[config.mk]
export PLATFORM = sky130hd
export DESIGN_NAME = fractal_sync_node
export DESIGN_NICKNAME = d
export VERILOG_FILES = /design/src/rtl/fractal_sync_node.sv
export SDC_FILE = /design/constraint.sdc
export NUM_CORES = 1
export LEC_CHECK = 0
export BUFFER_PORTS_ARGS = -buffer_cell sky130_fd_sc_hd__buf_2
export CORE_MARGIN = 4
export CORE_UTILIZATION = 50
export CTS_BUF_LIST = sky130_fd_sc_hd__clkbuf_4
export CTS_CLUSTER_SIZE = 24
export DETAILED_ROUTE_END_ITERATION = 10
export PLACE_DENSITY = 0.75
export SYNTH_ARGS = -nofsm -noshare
export SYNTH_HDL_FRONTEND = slang
export SYNTH_SLANG_ARGS = --single-unit
[constraint.sdc]
create_clock -name clk_i -period 2 [get_ports clk_i]
set_input_delay 0 -clock clk_i [delete_from_list [all_inputs] [get_ports clk_i]]
set_output_delay 0 -clock clk_i [all_outputs]
set_load 0.02 [all_outputs]
[src/rtl/fractal_sync_node.sv]
// fractal_sync_node: 2:1 barrier join of two children; wakes them locally or merges one request upward.
// Latency: child wake (or parent sync) two edges after the edge that latches the second arrival.
// Backpressure: sync/wake/ack handshake on every port; requests and wakes are held until acknowledged.
module fractal_sync_node #(
  parameter  int unsigned SLV_WIDTH = 2,
  localparam int unsigned MST_WIDTH = SLV_WIDTH - 1
) (
  input  logic                      clk_i,
  input  logic                      rst_i,
  input  logic [1:0]                slv_sync_i,
  input  logic [1:0][SLV_WIDTH-1:0] slv_lvl_i,
  output logic [1:0]                slv_wake_o,
  output logic [1:0]                slv_error_o,
  input  logic [1:0]                slv_ack_i,
  output logic                      mst_sync_o,
  output logic [MST_WIDTH-1:0]      mst_lvl_o,
  input  logic                      mst_wake_i,
  input  logic                      mst_error_i,
  output logic                      mst_ack_o
);

  typedef enum logic [2:0] {IDLE, JOIN, DECIDE, UP, WAKE} state_t;

  state_t                    state_q, state_d;
  logic [1:0]                arrived_q;
  logic [1:0][SLV_WIDTH-1:0] lvl_q;

  logic                      lvl_bad;
  logic                      lvl_local;
  logic [1:0]                ack_vld;
  logic                      release_barrier;

  logic [1:0]                wake_d;
  logic [1:0]                error_d;
  logic                      mst_sync_d;
  logic [MST_WIDTH-1:0]      mst_lvl_d;
  logic                      mst_ack_d;

  function automatic logic is_onehot(input logic [SLV_WIDTH-1:0] v);
    return (v != '0) && ((v & (v - SLV_WIDTH'(1))) == '0);
  endfunction

  // Both children must agree on a single valid level; bit 0 means this node is the barrier owner.
  assign lvl_bad         = (lvl_q[0] != lvl_q[1]) || !is_onehot(lvl_q[0]);
  assign lvl_local       = lvl_q[0][0];
  // An ack only counts while that child is actually being woken.
  assign ack_vld         = slv_ack_i & slv_wake_o;
  assign release_barrier = (state_q == WAKE) && ((slv_wake_o & ~ack_vld) == 2'b00);

  // Latch each child's first sync and its level; a child already counted is ignored until release.
  always_ff @(posedge clk_i or posedge rst_i) begin
    if (rst_i) begin
      arrived_q <= '0;
      lvl_q     <= '0;
    end else if (release_barrier) begin
      arrived_q <= '0;
    end else begin
      for (int i = 0; i < 2; i++) begin
        if (slv_sync_i[i] && !arrived_q[i]) begin
          arrived_q[i] <= 1'b1;
          lvl_q[i]     <= slv_lvl_i[i];
        end
      end
    end
  end

  // State and registered outputs.
  always_ff @(posedge clk_i or posedge rst_i) begin
    if (rst_i) begin
      state_q     <= IDLE;
      slv_wake_o  <= '0;
      slv_error_o <= '0;
      mst_sync_o  <= 1'b0;
      mst_lvl_o   <= '0;
      mst_ack_o   <= 1'b0;
    end else begin
      state_q     <= state_d;
      slv_wake_o  <= wake_d;
      slv_error_o <= error_d;
      mst_sync_o  <= mst_sync_d;
      mst_lvl_o   <= mst_lvl_d;
      mst_ack_o   <= mst_ack_d;
    end
  end

  // Next state: simultaneous arrival skips JOIN so it times exactly like a staggered one.
  always_comb begin
    state_d = state_q;
    case (state_q)
      IDLE: begin
        if (&arrived_q)      state_d = DECIDE;
        else if (|arrived_q) state_d = JOIN;
      end
      JOIN: begin
        if (&arrived_q) state_d = DECIDE;
      end
      DECIDE: begin
        if (lvl_bad || lvl_local) state_d = WAKE;
        else                      state_d = UP;
      end
      UP: begin
        if (mst_wake_i) state_d = WAKE;
      end
      WAKE: begin
        if (release_barrier) state_d = IDLE;
      end
      default: state_d = IDLE;
    endcase
  end

  // Next output values: decide wake/forward, answer the parent, retire each child's wake on its ack.
  always_comb begin
    wake_d     = slv_wake_o;
    error_d    = slv_error_o;
    mst_sync_d = mst_sync_o;
    mst_lvl_d  = mst_lvl_o;
    mst_ack_d  = 1'b0;
    case (state_q)
      DECIDE: begin
        if (lvl_bad) begin
          wake_d  = 2'b11;
          error_d = 2'b11;
        end else if (lvl_local) begin
          wake_d  = 2'b11;
          error_d = 2'b00;
        end else begin
          mst_sync_d = 1'b1;
          mst_lvl_d  = lvl_q[0][SLV_WIDTH-1:1];
        end
      end
      UP: begin
        if (mst_wake_i) begin
          mst_sync_d = 1'b0;
          mst_lvl_d  = '0;
          mst_ack_d  = 1'b1;
          wake_d     = 2'b11;
          error_d    = {2{mst_error_i}};
        end
      end
      WAKE: begin
        wake_d  = slv_wake_o & ~ack_vld;
        error_d = slv_error_o & ~ack_vld;
      end
      default: ;
    endcase
  end

endmodule

== After elaboration in Yosys (flattened, before gate mapping) ==
Index checks and enable logic that the tools add are counted.
W data, S select, Z words.

* Bits in registers: 16
* Input bits: 12
* Output and inout bits: 7
* Logic and storage cells: 80

* Add/subtract/negate cells: 1
* Equality and inequality tests: 12
* Multiplexer cells: 27
* Bitwise logic cells: 6
* Reductions and logical operators: 24

{| class="wikitable"
|+ Operator list
! operator !! count
|-
| $mux W3 || 6
|-
| $pmux W3 S5 || 1
|-
| $mux W2 || 7
|-
| $pmux W2 S3 || 2
|-
| $ne A2 B2 Y1 const B || 5
|-
| $mux W1 || 9
|-
| $and A2 B2 Y2 || 4
|-
| $reduce_and A4 Y1 || 2
|-
| $reduce_bool A2 Y1 || 4
|-
| $eq A3 B2 Y1 const B || 2
|-
| $ne A3 B3 Y1 const B || 2
|-
| $reduce_and A2 Y1 || 3
|-
| $logic_and A1 B1 Y1 || 4
|-
| $logic_not A2 Y1 || 2
|-
| $pmux W1 S2 || 2
|-
| $eq A3 B1 Y1 const B || 1
|-
| $eq A3 B3 Y1 const B || 1
|-
| $logic_not A1 Y1 || 3
|-
| $logic_not A3 Y1 || 1
|-
| $reduce_and A3 Y1 || 1
|-
| $reduce_bool A3 Y1 || 1
|-
| $logic_or A1 B1 Y1 || 2
|-
| $ne A2 B2 Y1 || 1
|-
| $not A2 Y2 || 1
|-
| 3 further kinds || 3
|}

== Depth between registers and ports, before layout ==
* Word-level depth: 9
* Depth in mapped cells: 5
* Mapped depth without buffers: 4

== Worst setup path after synthesis ==
Ideal clock, no wire load.

* Path type: reg2reg
* Start point: register slv_wake_o[0]
* End point: register lvl_q (netlist bit lvl_local)
* Library setup time: 128 ps
* Data arrival time: 1366 ps
* Required time: 1872 ps
* Path slack: 507 ps
* Cell stages (with the launch flop): 5
* Buffers on the path: 0
* Clock period less this slack: 1493 ps
* Cells stage by stage: dfrtp_1 -> inv_1 -> o221a_4 -> nor3b_2 -> mux2_1

* Word-level cells in the longest chain between the ends: 7

{| class="wikitable"
|+ RTL lines
! item !! RTL line !! text
|-
| from (decl) || 12 || <nowiki>output logic [1:0] slv_wake_o,</nowiki>
|-
| from (signal assigned) || 78 || <nowiki>slv_wake_o <= wake_d;</nowiki>
|-
| $and A2 B2 Y2 || 47 || <nowiki>assign ack_vld = slv_ack_i & slv_wake_o;</nowiki>
|-
| $not A2 Y2 || 48 || <nowiki>assign release_barrier = (state_q == WAKE) && ((slv_wake_o & ~ack_vld) == 2'b00);</nowiki>
|-
| $and A2 B2 Y2 * || 48 ||
|-
| $logic_not A2 Y1 * || 48 ||
|-
| $logic_and A1 B1 Y1 * || 48 ||
|-
| $not A1 Y1 (no source line) * || - ||
|-
| $reduce_and A2 Y1 (no source line) * || - ||
|-
| to (signal, indexed assignment) || 61 || <nowiki>lvl_q[i] <= slv_lvl_i[i];</nowiki>
|-
| to (decl) || 26 || <nowiki>logic [1:0][SLV_WIDTH-1:0] lvl_q;</nowiki>
|}

Mark *: on every way between the ends. The rest lies on a longest branch, timed or not.
A chain may end at the register's enable or synchronous reset.

== Worst setup path after layout ==
* Start point: register state_q[0]
* End point: register lvl_q[3] in the netlist's numbering

* Word-level cells in the longest chain between the ends: 4

{| class="wikitable"
|+ RTL lines
! item !! RTL line !! text
|-
| from (decl) || 24 || <nowiki>state_t state_q, state_d;</nowiki>
|-
| from (signal assigned) || 77 || <nowiki>state_q <= state_d;</nowiki>
|-
| $eq A3 B3 Y1 || 48 ||
|-
| $logic_and A1 B1 Y1 || 48 ||
|-
| $not A1 Y1 (no source line) || - ||
|-
| $reduce_and A2 Y1 (no source line) || - ||
|}

No other way between the ends.

==> qor.yml <==
outcome: "finished clean"
cts_tree: "built"
tightest_slew_ps: 585
utilization: 0.657
synth_top_area_frac: 0.510
dr_wl_met3_um: 81
p_sw_mw: 0.586
internal_power_mw: 0.810
p_seq_frac: 0.457
floorplan.die_area_um2: 2270
setup.worst_path.end_class: "flop"
gp_congestion: 0.759
synthFlopType: "dfrtp_1"
rr_startpoint: "state_q[0]"
synth_area_leaders: "dfrtp_1, mux2_1, nor2_1"
postSynthCellCount: 77
crit_fanout: 11
numClockSinks: 16
hold_path.class: "in2reg"
yosysTopAreaCell: "dfrtp_1"
postRouteAntennaNets: 0
rsz0062_at_grt: "false"
p_sw_frac: 0.420
ys_warn_count: 0
setup_viol: 0
cpPeakStageDelay_ps: 510
required_ps: 2170
met2WireLength_um: 823
cts_buffer_depth: 2
row_count: 14
mostFrequentLayoutCells: "buf_2, dfrtp_1, nor2_1"
n_antenna_cell: 0
min_period_ps: 1540
fin_tns_setup_ps: 0
insertion_delay_ps: 280
wl_mm: 1.58
grtUsageTotal: 0.155
ioPinCount: 19
ys_types: 25
initial_utilization: 0.528
vias: 653
antenna_found_initial: 0
slew_headroom: 0.610
portBuffers: 18
dr.pass1.iters: 4
slew_violations: 0
wl_met1_um: 669
power_frac_comb: 0.428
clk_transition_reported_paths_ps: 90
ir_drop_mv: 0.615
mostFrequentLayoutCell: "buf_2"
path_cells: "nor3b_4 -> o221a_4 -> nor3b_2 -> mux2_1"
htreeDepth: 1
overflow: 0
wl_per_cell_um: 13.2
period_share: 0.769
nets: 117
p_leak_nw: 0.454
core_um2: 1490
worstHoldStart: "mst_wake_i"
syn_area_um2: 786
cts_root_buffer: "clkbuf_4"
area_growth_pct: 24.5
worstSetupStartpoint: "state_q[0]"
finClkSkew_ps: 5.33
synth-edff-count: 0
first_global_vias: 582
grt_max_degree: 17
grt_pass1_wl_mm: 2.46
max-cap-violations: 0
ctsHoldBuffers: 7
crit_slowest_cell: "dfrtp_1"
via_per_inst: 5.49
arrival_ps: 1710
clockPowerShare: 0.116
drtIter0Drc: 10
die_w_um: 47.6
crit_type: "reg2reg"
die_height_um: 47.6
final-hold-violation-count: 0
routed.top_layer: "met3"
avgSynthCellArea_um2: 10.2
ctsResizeCount: 0
ys_seq_elements: 16
start_kind: "flop"
ys_seq_area_frac: 0.510
synthArstFlopShare: 1.00
cts_made_buffers: 3
max_freq_mhz: 650
dpl.hpwl_mm: 1.16
synth_nets: 89
drc: 0
drive_gt1_frac: 0.252
cts_setup_buffers: 0
power_density_nw_per_um2: 1430
[state kept, by name, summed over array words and instances (netlist names)]
signal and count:
lvl_q 3, state_q 3, arrived_q 2, slv_error_o 2
slv_wake_o 2, lvl_local 1, mst_ack_o 1, mst_lvl_o 1
mst_sync_o 1
[power by group through the flow]
stage | Combinational (mW) | Clock (mW) | Sequential [mW]
2_1_floorplan | 0.417 | 0 | 0.654
3_3_place_gp | 0.578 | 0 | 0.633
3_5_place_dp | 0.593 | 0 | 0.641
4_1_cts | 0.603 | 0.173 | 0.636
5_1_grt | 0.687 | 0.185 | 0.659
6_report | 0.597 | 0.162 | 0.638
[worst paths after layout]
kind,depth (start not counted),slack (ps),end
min in group asynchronous,3,310,mst_lvl_o
max,4,460,lvl_q[3]
min,4,30,mst_sync_o
max in group asynchronous,3,1300,slv_wake_o[0]
max reg2reg,4,460,lvl_q[3]
min reg2reg,2,500,slv_wake_o[0]
[synth_stat cells (2+ instances only)]
cell type,number
a21oi_1,5
buf_2,2
dfrtp_1,16
inv_1,3
mux2_1,4
nand2_1,10
nor2_1,12
nor3_1,2
nor3b_2,2
o211ai_1,3
o21ai_0,4
[per-stage QoR]
step / setup slack (ps) / cells / instance area [um^2] / power [mW] / hold WS (ps)
6_report: 462 / 119 / 978 / 1.40 / 26.8
4_1_cts: 461 / 119 / 978 / 1.41 / 14.3
2_1_floorplan: 507 / 77 / 786 / 1.07 / -86.3
3_5_place_dp: 473 / 109 / 886 / 1.23 / 92.3
5_1_grt: 374 / 119 / 978 / 1.53 / 42.2
3_3_place_gp: 523 / 109 / 886 / 1.21 / 92.0
[worst max-delay path, delay by kind of cell, from the launching register on]
family	cells	cell delay, ps
flip-flops	1	510
AND/OR/NAND/NOR	2	340
multiplexers	1	320
AO/OA/AOI/OAI	1	250
[cell families (layout without fill, tap and decap cells)]
group | after synthesis | in the layout | share of synthesized area
mux | 4 | 4 | 0.0573
buf+inv | 5 | 31 | 0.0271
compound gates | 17 | 17 | 0.153
simple gates | 35 | 35 | 0.253
flops | 16 | 16 | 0.510
[layer usage]
layer	GRT usage	up-vias
li1	-	330
met1	0.173	304
met2	0.283	19
met3	0.0338	0
met4	0.0645	0
met5	0	-
[final cells by class]
cell class / count / area, um^2
fillers: 127 / 510
clock buffers: 3 / 22.5
inverters: 3 / 11.3
flip-flops and latches: 16 / 400
well taps: 16 / 20.0
multi-input cells: 56 / 364
repair buffers: 25 / 160
No activity file was read; power rests on OpenSTA's default activity.
